==> config.mk <==
export PLATFORM = sky130hd
export DESIGN_NAME = palette_lut
export DESIGN_NICKNAME = d
export VERILOG_FILES = /design/src/rtl/palette_pkg.sv /design/src/rtl/fade_shade.sv /design/src/rtl/palette_lut.sv
export SDC_FILE = /design/constraint.sdc
export NUM_CORES = 1
export LEC_CHECK = 0
export BUFFER_PORTS_ARGS = -buffer_cell sky130_fd_sc_hd__buf_4
export CAP_MARGIN = 20
export CELL_PAD_IN_SITES_DETAIL_PLACEMENT = 0
export CELL_PAD_IN_SITES_GLOBAL_PLACEMENT = 1
export CORE_MARGIN = 2
export CORE_UTILIZATION = 53
export CTS_CLUSTER_DIAMETER = 80
export CTS_CLUSTER_SIZE = 40
export DETAILED_ROUTE_END_ITERATION = 8
export HOLD_SLACK_MARGIN = 0.12
export PLACE_DENSITY_LB_ADDON = 0.1
export RECOVER_POWER = 50
export SLEW_MARGIN = 20
export SYNTH_ARGS = -nofsm -noshare
export SYNTH_HDL_FRONTEND = slang
export SYNTH_SLANG_ARGS = --single-unit
==> constraint.sdc <==
create_clock -name clk -period 2.1 [get_ports clk]
set_input_delay 0.21 -clock clk [delete_from_list [all_inputs] [get_ports clk]]
set_output_delay 0.21 -clock clk [all_outputs]
set_load 0.02 [all_outputs]
==> src/rtl/palette_pkg.sv <==
// palette_pkg: default palette contents, error colour, fade FSM states and channel width helper
package palette_pkg;
  localparam logic [11:0] ERR_COLOR = 12'hF0F;
  localparam logic [7:0][11:0] PAL0_DEF = {12'hAC5, 12'h435, 12'h6CB, 12'h7BA, 12'hC54, 12'hFFF, 12'hDD0, 12'hBEB};
  localparam logic [3:0][11:0] PAL1_DEF = {12'hBE9, 12'hFFF, 12'h799, 12'hFE0};
  typedef enum logic [1:0] {FADE_IDLE, FADE_RAMP, FADE_HOLD} fade_state_t;
  function automatic int chan_w(input int rgb_w);
    return rgb_w / 3;
  endfunction
  function automatic logic [11:0] default_color(input int pal, input int idx);
    if (pal == 0 && idx < 8) return PAL0_DEF[idx[2:0]];
    if (pal == 1 && idx < 4) return PAL1_DEF[idx[1:0]];
    return ERR_COLOR;
  endfunction
endpackage

==> src/rtl/fade_shade.sv <==
// fade_shade: one colour channel dimmed by the fade level, clamped at zero
//  ch    in  C_W  channel intensity
//  level in  C_W  fade level to subtract
//  shade out C_W  max(ch - level, 0)
module fade_shade #(
  parameter int C_W = 4
) (
  input  logic [C_W-1:0] ch,
  input  logic [C_W-1:0] level,
  output logic [C_W-1:0] shade
);
  assign shade = ch > level ? ch - level : '0;
endmodule

==> src/rtl/palette_lut.sv <==
// palette_lut: multi-palette writable colour lookup with frame-synchronous swap and fade-to-black
//  clk, rst_n                          pixel clock, async active-low reset
//  pix_valid, pix_idx, pix_blank       pixel index stream (2-cycle latency to rgb_out)
//  frame_start, pal_sel                palette swap request, applied at frame_start
//  fade_go                             restart fade ramp from level 0
//  wr_en, wr_pal, wr_idx, wr_data      palette write port; wr_ready / wr_err handshake
//  rgb_out, rgb_valid                  looked-up, faded colour
//  active_pal, fade_level              current palette and fade level
module palette_lut
  import palette_pkg::*;
#(
  parameter  int IDX_W    = 4,
  parameter  int NUM_PAL  = 2,
  parameter  int RGB_W    = 12,
  parameter  int FADE_DIV = 4,
  localparam int PAL_W    = $clog2(NUM_PAL),
  localparam int C_W      = chan_w(RGB_W)
) (
  input  logic             clk,
  input  logic             rst_n,
  input  logic             pix_valid,
  input  logic [IDX_W-1:0] pix_idx,
  input  logic             pix_blank,
  input  logic             frame_start,
  input  logic [PAL_W-1:0] pal_sel,
  input  logic             fade_go,
  input  logic             wr_en,
  input  logic [PAL_W-1:0] wr_pal,
  input  logic [IDX_W-1:0] wr_idx,
  input  logic [RGB_W-1:0] wr_data,
  output logic             wr_ready,
  output logic             wr_err,
  output logic [RGB_W-1:0] rgb_out,
  output logic             rgb_valid,
  output logic [PAL_W-1:0] active_pal,
  output logic [C_W-1:0]   fade_level
);
  localparam int DEPTH = 2 ** IDX_W;
  localparam int CNT_W = $clog2(FADE_DIV + 1);
  localparam logic [C_W-1:0] LVL_MAX = '1;
  logic [RGB_W-1:0] mem [NUM_PAL][DEPTH];
  logic [RGB_W-1:0] rd, faded;
  logic             v1, b1, wr_pal_ok, sel_ok;
  fade_state_t      state, state_nx;
  logic [C_W-1:0]   lvl_nx;
  logic [CNT_W-1:0] cnt, cnt_nx;
  assign wr_pal_ok = 32'(wr_pal) < NUM_PAL;
  assign sel_ok    = 32'(pal_sel) < NUM_PAL;
  // The displayed palette only accepts writes while the beam is blanked.
  assign wr_ready  = wr_pal != active_pal || pix_blank;
  always_ff @(posedge clk or negedge rst_n) begin
    if (!rst_n) begin
      for (int p = 0; p < NUM_PAL; p++)
        for (int i = 0; i < DEPTH; i++)
          mem[p][i] <= RGB_W'(default_color(p, i));
    end else if (wr_en && wr_ready && wr_pal_ok) begin
      mem[wr_pal][wr_idx] <= wr_data;
    end
  end
  for (genvar c = 0; c < 3; c++) begin : g_ch
    fade_shade #(.C_W(C_W)) u_shade (
      .ch    (rd[c*C_W +: C_W]),
      .level (fade_level),
      .shade (faded[c*C_W +: C_W])
    );
  end
  always_ff @(posedge clk or negedge rst_n) begin
    if (!rst_n) begin
      v1         <= 1'b0;
      b1         <= 1'b0;
      rd         <= '0;
      rgb_out    <= '0;
      rgb_valid  <= 1'b0;
      wr_err     <= 1'b0;
      active_pal <= '0;
    end else begin
      v1         <= pix_valid;
      b1         <= pix_blank;
      rd         <= mem[active_pal][pix_idx];
      rgb_out    <= v1 && !b1 ? faded : '0;
      rgb_valid  <= v1;
      wr_err     <= wr_en && !wr_pal_ok;
      active_pal <= frame_start && sel_ok ? pal_sel : active_pal;
    end
  end
  always_ff @(posedge clk or negedge rst_n) begin
    if (!rst_n) begin
      state      <= FADE_IDLE;
      fade_level <= '0;
      cnt        <= '0;
    end else begin
      state      <= state_nx;
      fade_level <= lvl_nx;
      cnt        <= cnt_nx;
    end
  end
  // fade_go has priority over a coincident frame_start: the ramp restarts without stepping.
  always_comb begin
    state_nx = state;
    lvl_nx   = fade_level;
    cnt_nx   = cnt;
    if (fade_go) begin
      state_nx = FADE_RAMP;
      lvl_nx   = '0;
      cnt_nx   = '0;
    end else if (state == FADE_RAMP && frame_start) begin
      if (cnt == CNT_W'(FADE_DIV - 1)) begin
        cnt_nx   = '0;
        lvl_nx   = fade_level + 1'b1;
        state_nx = lvl_nx == LVL_MAX ? FADE_HOLD : FADE_RAMP;
      end else begin
        cnt_nx = cnt + 1'b1;
      end
    end
  end
endmodule

== Word-level counts from Yosys, hierarchy flattened ==
Cells that the tools add are included.

* Flip-flop bits (word level): 421
* Input bits: 29
* Output and inout bits: 20
* Logic and storage cells: 98

* $add $sub $neg: 5
* Magnitude comparators: 9
* Eq/ne operators: 4
* Muxes and demuxes: 25
* Bitwise gates (word level): 4
* Reductions and logical operators: 10

{| class="wikitable"
|+ Operator list
! cell !! number
|-
| $mux W192 || 4
|-
| $bwmux W384 || 1
|-
| $demux W192 S1 || 1
|-
| $bmux W12 S4 || 1
|-
| $demux W12 S4 || 1
|-
| $mux W12 || 4
|-
| $mux W4 || 6
|-
| $gt A4 B4 Y1 || 3
|-
| $sub A4 B4 Y4 || 3
|-
| $ge A5 B5 Y1 const B || 2
|-
| $not A4 Y5 || 2
|-
| $mux W3 || 3
|-
| $mux W2 || 4
|-
| $logic_and A1 B1 Y1 || 5
|-
| $lt A5 B1 Y1 const B || 1
|-
| $add A4 B1 Y4 const B || 1
|-
| $eq A4 B4 Y1 const B || 1
|-
| $ge A2 B2 Y1 const B || 2
|-
| $not A1 Y2 || 2
|-
| $reduce_bool A2 Y1 || 2
|-
| $add A3 B1 Y3 const B || 1
|-
| $eq A3 B2 Y1 const B || 1
|-
| $eq A2 B1 Y1 const B || 1
|-
| $lt A2 B1 Y1 const B || 1
|-
| other kinds (4) || 4
|}

== Logic depth before layout (Yosys ltp) ==
Gate-level depths: netlist of the first run.

* Word-level depth: 8
* Mapped depth: 8
* Mapped depth without buffers: 8

== Modules after synthesis ==
Synthesis of the first run repeated with hierarchy kept, for this count alone.

* Cells, all modules: 1485
* Area, all modules: 20025.5 sq um

{| class="wikitable"
|+ Modules (own cells, without submodules)
! module !! instances !! cells an instance !! area an instance (sq um) !! sequential area each (sq um)
|-
| palette_lut || 1 || 1407 || 19451.2 || 10850.4
|-
| fade_shade || 3 || 26 || 191.4 || 0.0
|}

== Worst setup path before layout of the first run ==
OpenSTA, ideal clock, no wires.

* Path kind: register to register
* Start: register fade_level[1]
* End: register rgb_out[2]
* Setup time: 0.131 ns
* Arrival time: 1.726 ns
* Required time: 1.969 ns
* Path slack: 0.243 ns
* Stages on the path, launching flop included: 7
* Path buffers: 0
* Clock period less this slack: 1.857 ns
* Cells stage by stage: dfrtp_1 -> inv_1 -> fa_1 -> a21oi_1 -> nor2b_1 -> o211ai_1 -> nor2_1

* Longest elaborated chain between the ends: 3
* Elaborated cells on any way between the ends: 4
* Classes of those cells: add/sub: 1; order compare: 1; mux: 2

{| class="wikitable"
|+ RTL lines
! item !! line !! text
|-
| from (decl) || palette_lut.sv:36 || <nowiki>output logic [C_W-1:0] fade_level</nowiki>
|-
| from (signal assigned) || palette_lut.sv:93 || <nowiki>fade_level <= lvl_nx;</nowiki>
|-
| $sub A4 B4 Y4 / $gt A4 B4 Y1 (equally long branches) || fade_shade.sv:12 || <nowiki>assign shade = ch > level ? ch - level : '0;</nowiki>
|-
| $mux W4 * || fade_shade.sv:12 ||
|-
| $mux W12 * || palette_lut.sv:80 || <nowiki>rgb_out <= v1 && !b1 ? faded : '0;</nowiki>
|-
| to (signal assigned) || palette_lut.sv:80 ||
|-
| to (decl) || palette_lut.sv:33 || <nowiki>output logic [RGB_W-1:0] rgb_out,</nowiki>
|}

Mark *: on every way between the ends. The rest lies on a longest branch, timed or not.
A chain may end at the register's enable or synchronous reset.

== Worst setup path in the final report of the first run ==
* Start: register active_pal
* End: register rd[6]

* Longest elaborated chain between the ends: 7

{| class="wikitable"
|+ RTL lines
! item !! line !! text
|-
| from (decl) || palette_lut.sv:35 || <nowiki>output logic [PAL_W-1:0] active_pal,</nowiki>
|-
| from (signal assigned) || palette_lut.sv:83 || <nowiki>active_pal <= frame_start && sel_ok ? pal_sel : active_pal;</nowiki>
|-
| $not A1 Y2 (implied by the code) || palette_lut.sv:79 || <nowiki>rd <= mem[active_pal][pix_idx];</nowiki>
|-
| $mux W192 (implied by the code) (3 in series) || palette_lut.sv:79 ||
|-
| $bmux W12 S4 || palette_lut.sv:79 ||
|-
| $mux W12 (implied by the code) (2 in series) || palette_lut.sv:79 ||
|-
| to (signal assigned) || palette_lut.sv:79 ||
|-
| to (decl) || palette_lut.sv:42 || <nowiki>logic [RGB_W-1:0] rd, faded;</nowiki>
|}

Every way passes these cells. The select of a mux whose other input is x is not followed.

==> results of run 1 <==
## worst max-delay path: stages (launching register included)
cell	delay [ps]
dfrtp_2	490
buf_4	190
nor2b_4	140
buf_12	220
a22o_1	160
nor3_1	90
a31oi_1	320
nand3_1	180
## cell families (layout without fill, tap and decap cells)
logic type	count (synthesis)	after routing
flip-flops	421	421
other	1	1
buffers and inverters	134	197
AO/OA/AOI/OAI	129	129
adder cells (fa/ha/maj)	18	18
XOR/XNOR	10	10
AND/OR/NAND/NOR	172	173
multiplexers	576	576
## through the flow
step	area, um^2	cells	util	setup TNS [ps]	power (uW)
2_1_floorplan	19900	1461	-	0	13100
6_report	22000	1993	0.598	0	19800
4_1_cts	22100	1992	0.600	0	20000
3_5_place_dp	21100	1942	0.574	-363	14300
3_3_place_gp	21100	1942	0.574	-272	14200
5_1_grt	22000	1993	0.598	0	20800
## per-layer routing
layer	up-vias	GRT usage
li1	5353	-
met1	6320	0.379
met2	218	0.399
met3	55	0.0360
met4	2	0.0568
met5	-	0
## registers in the layout, summed over array words and instances (netlist names)
signal      cells
active_pal      1
b1              1
cnt             3
fade_level      4
mem           384
rd             12
rgb_out        12
rgb_valid       1
state           2
v1              1
## cell usage in the layout, fill, tap and decap left out, drive strengths merged
cell | Yosys | layout
a211oi | 1 | 1
a21o | 3 | 3
a21oi | 32 | 32
a22o | 24 | 24
a22oi | 48 | 48
a31oi | 12 | 12
and2 | 1 | 2
and2b | 1 | 1
and3 | 1 | 1
buf | 61 | 117
bufinv | 0 | 3
clkbuf | 58 | 39
clkinv | 0 | 3
conb | 1 | 1
dfrtp | 169 | 169
dfstp | 252 | 252
dlygate4sd3 | 0 | 8
fa | 3 | 3
ha | 15 | 15
inv | 15 | 27
mux2 | 384 | 384
mux2i | 192 | 192
nand2 | 44 | 44
nand2b | 7 | 7
nand3 | 32 | 32
nand3b | 2 | 2
nand4 | 16 | 16
nand4b | 1 | 1
nor2 | 36 | 36
nor2b | 9 | 9
nor3 | 17 | 17
nor3b | 2 | 2
o211ai | 3 | 3
o21a | 2 | 2
o21ai | 3 | 3
o31ai | 1 | 1
or2 | 1 | 1
or3 | 2 | 2
xnor2 | 7 | 7
xor2 | 3 | 3
## final timing paths
path / startpoint / endpoint
setup / recovery: active_pal / rd[6]
max in group asynchronous: rst_n / mem[376]
setup reg to reg: active_pal / rd[6]
hold reg to reg: v1 / rgb_valid
hold / removal: rst_n / state[0]
min in group clk: wr_data[0] / mem[372]
## layout make-up
cell class,instances,share of cell area
clock buffer,24,0.0263
clock inverter,18,0.0126
inverter,15,0.00256
multi-input combinational,907,0.382
sequential,421,0.493
tap,468,0.0266
timing repair buffer,140,0.0564
## timing repair
item / in CTS / in global routing
resized for setup: 2 / 3
hold endpoints to repair: 208 / 0
hold buffers: 8 / 0
setup endpoints to repair: 4 / 2
gates cloned: 0 / 1
pin swaps: 0 / 1
## power groups by stage
stage               Sequential (uW)  Combinational (uW)  Clock (uW)
floorplan                     10700                2390           0
finish                        10800                3380        5650
global placement              10900                3330           0
detailed placement            10900                3420           0
global route                  11000                3710        6110
CTS                           10800                3440        5790
==> metrics.cfg, run 1 <==
[run_status]
status = completed

[layout]
nFillCells = 2947
area_growth_pct = 10.8
layout-drive-gt1-share = 0.538
seq_area_mm2 = 0.0109
antenna_cells = 0
multiInputGateArea_mm2 = 0.00841
nNetsFinal = 1555

[pwr]
p_switching_uw = 5360
powerDensity_mw_per_mm2 = 901
pwr-share-clk = 0.285
p_sw_frac = 0.271
power_frac_seq = 0.544
p_leak_uw = 0.00971
p_comb_frac = 0.171
peakVddDrop_mv = 0.562
internal-power_uw = 14500

[synth]
synth_area_leaders = dfstp_2 (33%), mux2_2 (22%), dfrtp_1 (21%)
synth.most_common_cell = mux2_2
muxShareOfSynthArea = 0.314
async_reset_ff_frac = 1.00
synth_compound_area_frac = 0.0453
syn_inst = 1461
synth_enable_flop_cells = 0
syn-cell-area_mm2 = 0.0199
synth_top_cell_by_area = dfstp_2
ys_ff_latch = 421
yosys.area_share.xor_xnor = 0.00441
yosysWarnings = 0
netlist.area_leader.share = 0.333
synth-simple-area-share = 0.0441
synth_cell_types = 43
syn-mean-instance-area_um2 = 13.6
synth_nets = 1508
synth_fa_ha_area_frac = 0.0125
synthTopCellsByCount = mux2_2 (384), dfstp_2 (252), mux2i_1 (192)
yosys_most_used_dff = dfstp_2
synth_top_family_by_area = multiplexers
synth_seq_area_share = 0.546

[die]
chipWidth_um = 198
coreArea_mm2 = 0.0368
fp-row-count = 70
start_util = 0.540
pin_count = 49
die_area_mm2 = 0.0390
die_y_um = 198

[placed_design]
place.port_buffers = 47
place.gp.congestion = 0.803
pre_cts_slack_ps = -151
place.detailed.hpwl_um = 31500

[timing]
fmax_mhz = 509
finalCritPeriodShare = 0.935
finalSetupViolCount = 0
rsz0062_at_grt = false
hold_slack_ps = 173
fin_skew_ps = 22.8
tightest_slew_ps = 1220
finalHoldViolations = 0
slew_viol_final = 0
worst_slack_ps = 137
fin_crit_ps = 1960
relSlewSlack = 0.184

[setup_path]
cp-start-kind = register
worstRegToRegCells = 7
path_max_fanout = 36
reg2reg_setup_slack_ps = 140
worstSetupPathType = register to register
worst_ep_required_time_ps = 2500
crit_arrival_ps = 2370
end_kind = register

[clock_tree]
clock-sinks = 421
cts_buffer_depth = 3
cts_setup_buffers = 0
htree_levels = 1
cts.clk_slew.worst_paths_ps = 100
tritoncts = yes
clock_latency_ps = 570
cts_made_buffers = 23
clockRootBuffer = clkbuf_16

[routing]
wl_met3_um = 1840
drc = 0
wire_per_inst_um = 24.3
wl_met2_um = 22300
met1Wirelength_um = 23200
postRouteAntennaNets = 0
top_layer = met5
drtPass1Iterations = 5
wl_um = 48400
via_count = 11900
routed_via_density = 5.99
drt_iter0_drc = 719

[grt]
grt_pass1_wl_um = 75100
antenna_found_initial = 1
grt_usage = 0.255
grt_overflow = 0
grt_start_max_net_pins = 67
grt_pass1_vias = 12300

[job]
maxCapViolCount = 0

[worst_hold_path]
hold_class = input port to asynchronous set/reset pin

Note: power is estimated with default switching activity, not from simulation.
==> inputs of run 2 (changes only) <==
SYNTH_HIERARCHICAL = 1   (was unset)
==> metrics.cfg, run 2 <==
[clock_tree]
clock_latency_ps = 570
cts.clk_slew.worst_paths_ps = 120
tritoncts = yes
clock-sinks = 421
cts_buffer_depth = 3
htree_levels = 1
cts_made_buffers = 20
clockRootBuffer = clkbuf_16

[routing]
drt_iter0_drc = 570
postRouteAntennaNets = 0
via_count = 12000
wire_per_inst_um = 23.2
routed_via_density = 5.79
wl_um = 48000
drtPass1Iterations = 5
drc = 0

[layout]
layout-drive-gt1-share = 0.543
reg_top3 = mem x384, rd x12, rgb_out x12
antenna_cells = 0
final_common_cell = mux2_2
nFillCells = 2955
largest_reg_flops = 384
area_growth_pct = 12.7
largest_register = mem
nNetsFinal = 1593
final_cell_area_mm2 = 0.0226
most-common-layout-cells = mux2_2 (384), dfstp_2 (252), mux2i_1 (193)

[setup_path]
cp-start-kind = register
end_kind = register
timing.rr.start = active_pal
crit_chain = buf_4 -> nor2_1 -> nor3b_2 -> buf_4 -> nand3_1 -> nor3_2 -> buf_12 -> mux2_2
cp_common_cell = buf_4
r2r-end = mem[341]
max_stage_delay_ps = 340
worstSetupPathType = register to register
worst_ep_required_time_ps = 2540
path_delay_family = simple AND/OR/NAND/NOR gates
crit_end = mem[341]
worstRegToRegCells = 8
critPathBufInv = 3
slowest_stage = dfrtp_1
crit_cells = 8
path_max_fanout = 12
reg2reg_setup_slack_ps = 30
critical_path.startpoint = active_pal
crit_arrival_ps = 2510

[placed_design]
dpl_cell_area_mm2 = 0.0217
pre_cts_slack_ps = -48.8
place.gp.congestion = 0.799
place.port_buffers = 47
place.detailed.hpwl_um = 31700

[grt]
grt_usage = 0.253
grt_start_max_net_pins = 60
grt_overflow = 0
grt_pass1_wl_um = 75300
antenna_found_initial = 0
grt_pass1_vias = 12500

[timing]
fin_crit_ps = 2070
slew_viol_final = 0
finalSetupViolCount = 0
rsz0062_at_grt = true
finalCritPeriodShare = 0.986
finalHoldViolations = 0
hold_slack_ps = 188
worst_slack_ps = 29.8
relSlewSlack = 0.0467
tightest_slew_ps = 1430
fmax_mhz = 483
fin_skew_ps = 29.6
fin_tns_setup_ps = 0

[synth]
muxShareOfSynthArea = 0.313
synth.most_common_cell = mux2_2
synth_top_cell_by_area = dfstp_2
synth_top_family_by_area = multiplexers
synth_fa_ha_area_frac = 0.0124
netlist.area_leader.share = 0.331
yosys_most_used_dff = dfstp_2
async_reset_ff_frac = 1.00
synth-simple-area-share = 0.0472
synth_compound_area_frac = 0.0484
synth_cell_types = 42
yosysWarnings = 6
syn-cell-area_mm2 = 0.0200
synth_seq_area_share = 0.542
synth_area_leaders = dfstp_2 (33%), mux2_2 (22%), dfrtp_1 (21%)
yosys.area_share.xor_xnor = 0.00306
synth_nets = 1532
syn-mean-instance-area_um2 = 13.5
syn_inst = 1485
synthTopCellsByCount = mux2_2 (384), dfstp_2 (252), mux2i_1 (193)
synth_enable_flop_cells = 0
ys_ff_latch = 421

[die]
coreArea_mm2 = 0.0374
chipWidth_um = 198
pin_count = 49
start_util = 0.535
die_y_um = 198
fp-row-count = 71
die_area_mm2 = 0.0394

[job]
maxCapViolCount = 0

[pwr]
powerDensity_mw_per_mm2 = 875
power_uw = 19700
p_leak_uw = 0.00984
peakVddDrop_mv = 0.860

[run_status]
status = completed

[worst_hold_path]
hold_class = input port to register

## run 2: cell count changes in the layout (fill, tap and decap cells not counted), moves of 6 or more
cell      change
nor3_2        +7
a22oi_1       +6
clkbuf_1      -9
nor2_2        -6
nor2b_1       -6
nand2_1      -13
inv_1         +6
buf_12       +17
buf_4        +11
and2_1       +12
## run 2: logic make-up after synthesis
kind of cell | count (synthesis)
XOR/XNOR | 7
buffers and inverters | 144
other | 1
flip-flops | 421
AO/OA/AOI/OAI | 136
AND/OR/NAND/NOR | 180
multiplexers | 578
adder cells (fa/ha/maj) | 18
## run 2: power breakdown
group	internal [uW]	leakage (uW)	switching [uW]
Combinational	1910	0.00463	1700
Sequential	10100	0.00483	688
Clock	2450	0.000385	2840
Total	14500	0.00984	5230
## run 2: metal layers
metal / part of all wire / vias up / track usage
met2: 0.47 / 182 / 0.411
met3: 0.031 / 52 / 0.0232
met1: 0.47 / 6314 / 0.367
li1: - / 5449 / -
met5: 0 / - / 0
met4: 0.028 / 0 / 0.0696
## run 2: layout make-up
type | count | area [um^2] | share of cell area
Clock buffer | 25 | 571 | 0.0253
Sequential cell | 421 | 10900 | 0.481
Multi-Input combinational cell | 920 | 8540 | 0.378
Inverter | 21 | 78.8 | 0.00349
Tap cell | 511 | 639 | 0.0283
Timing Repair Buffer | 162 | 1660 | 0.0734
Clock inverter | 11 | 231 | 0.0103
## run 2: repair_timing
action / in CTS / in global routing
pin swaps: 1 / 1
endpoints found under the hold margin: 198 / 0
endpoints found under the setup margin: 80 / 50
buffers inserted: 1 / 0
gates resized for setup: 0 / 3
hold buffers: 8 / 0
## run 2: worst min-delay path by stage
stage	slack, ps	cells after the start	start	to
floorplan	-90	0	rst_n	active_pal
global placement	190	1	rst_n	mem[221]
detailed placement	180	1	rst_n	mem[233]
CTS	180	2	rst_n	mem[337]
global route	190	2	wr_data[11]	mem[359]
finish	190	2	wr_data[11]	mem[359]
## run 2: stage by stage
| step | util | std cells |
|---|---|---|
| finish | 0.603 | 2071 |
| floorplan | - | 1485 |
| CTS | 0.605 | 2071 |
| global route | 0.603 | 2071 |
| detailed placement | 0.581 | 2026 |
| global placement | 0.581 | 2026 |
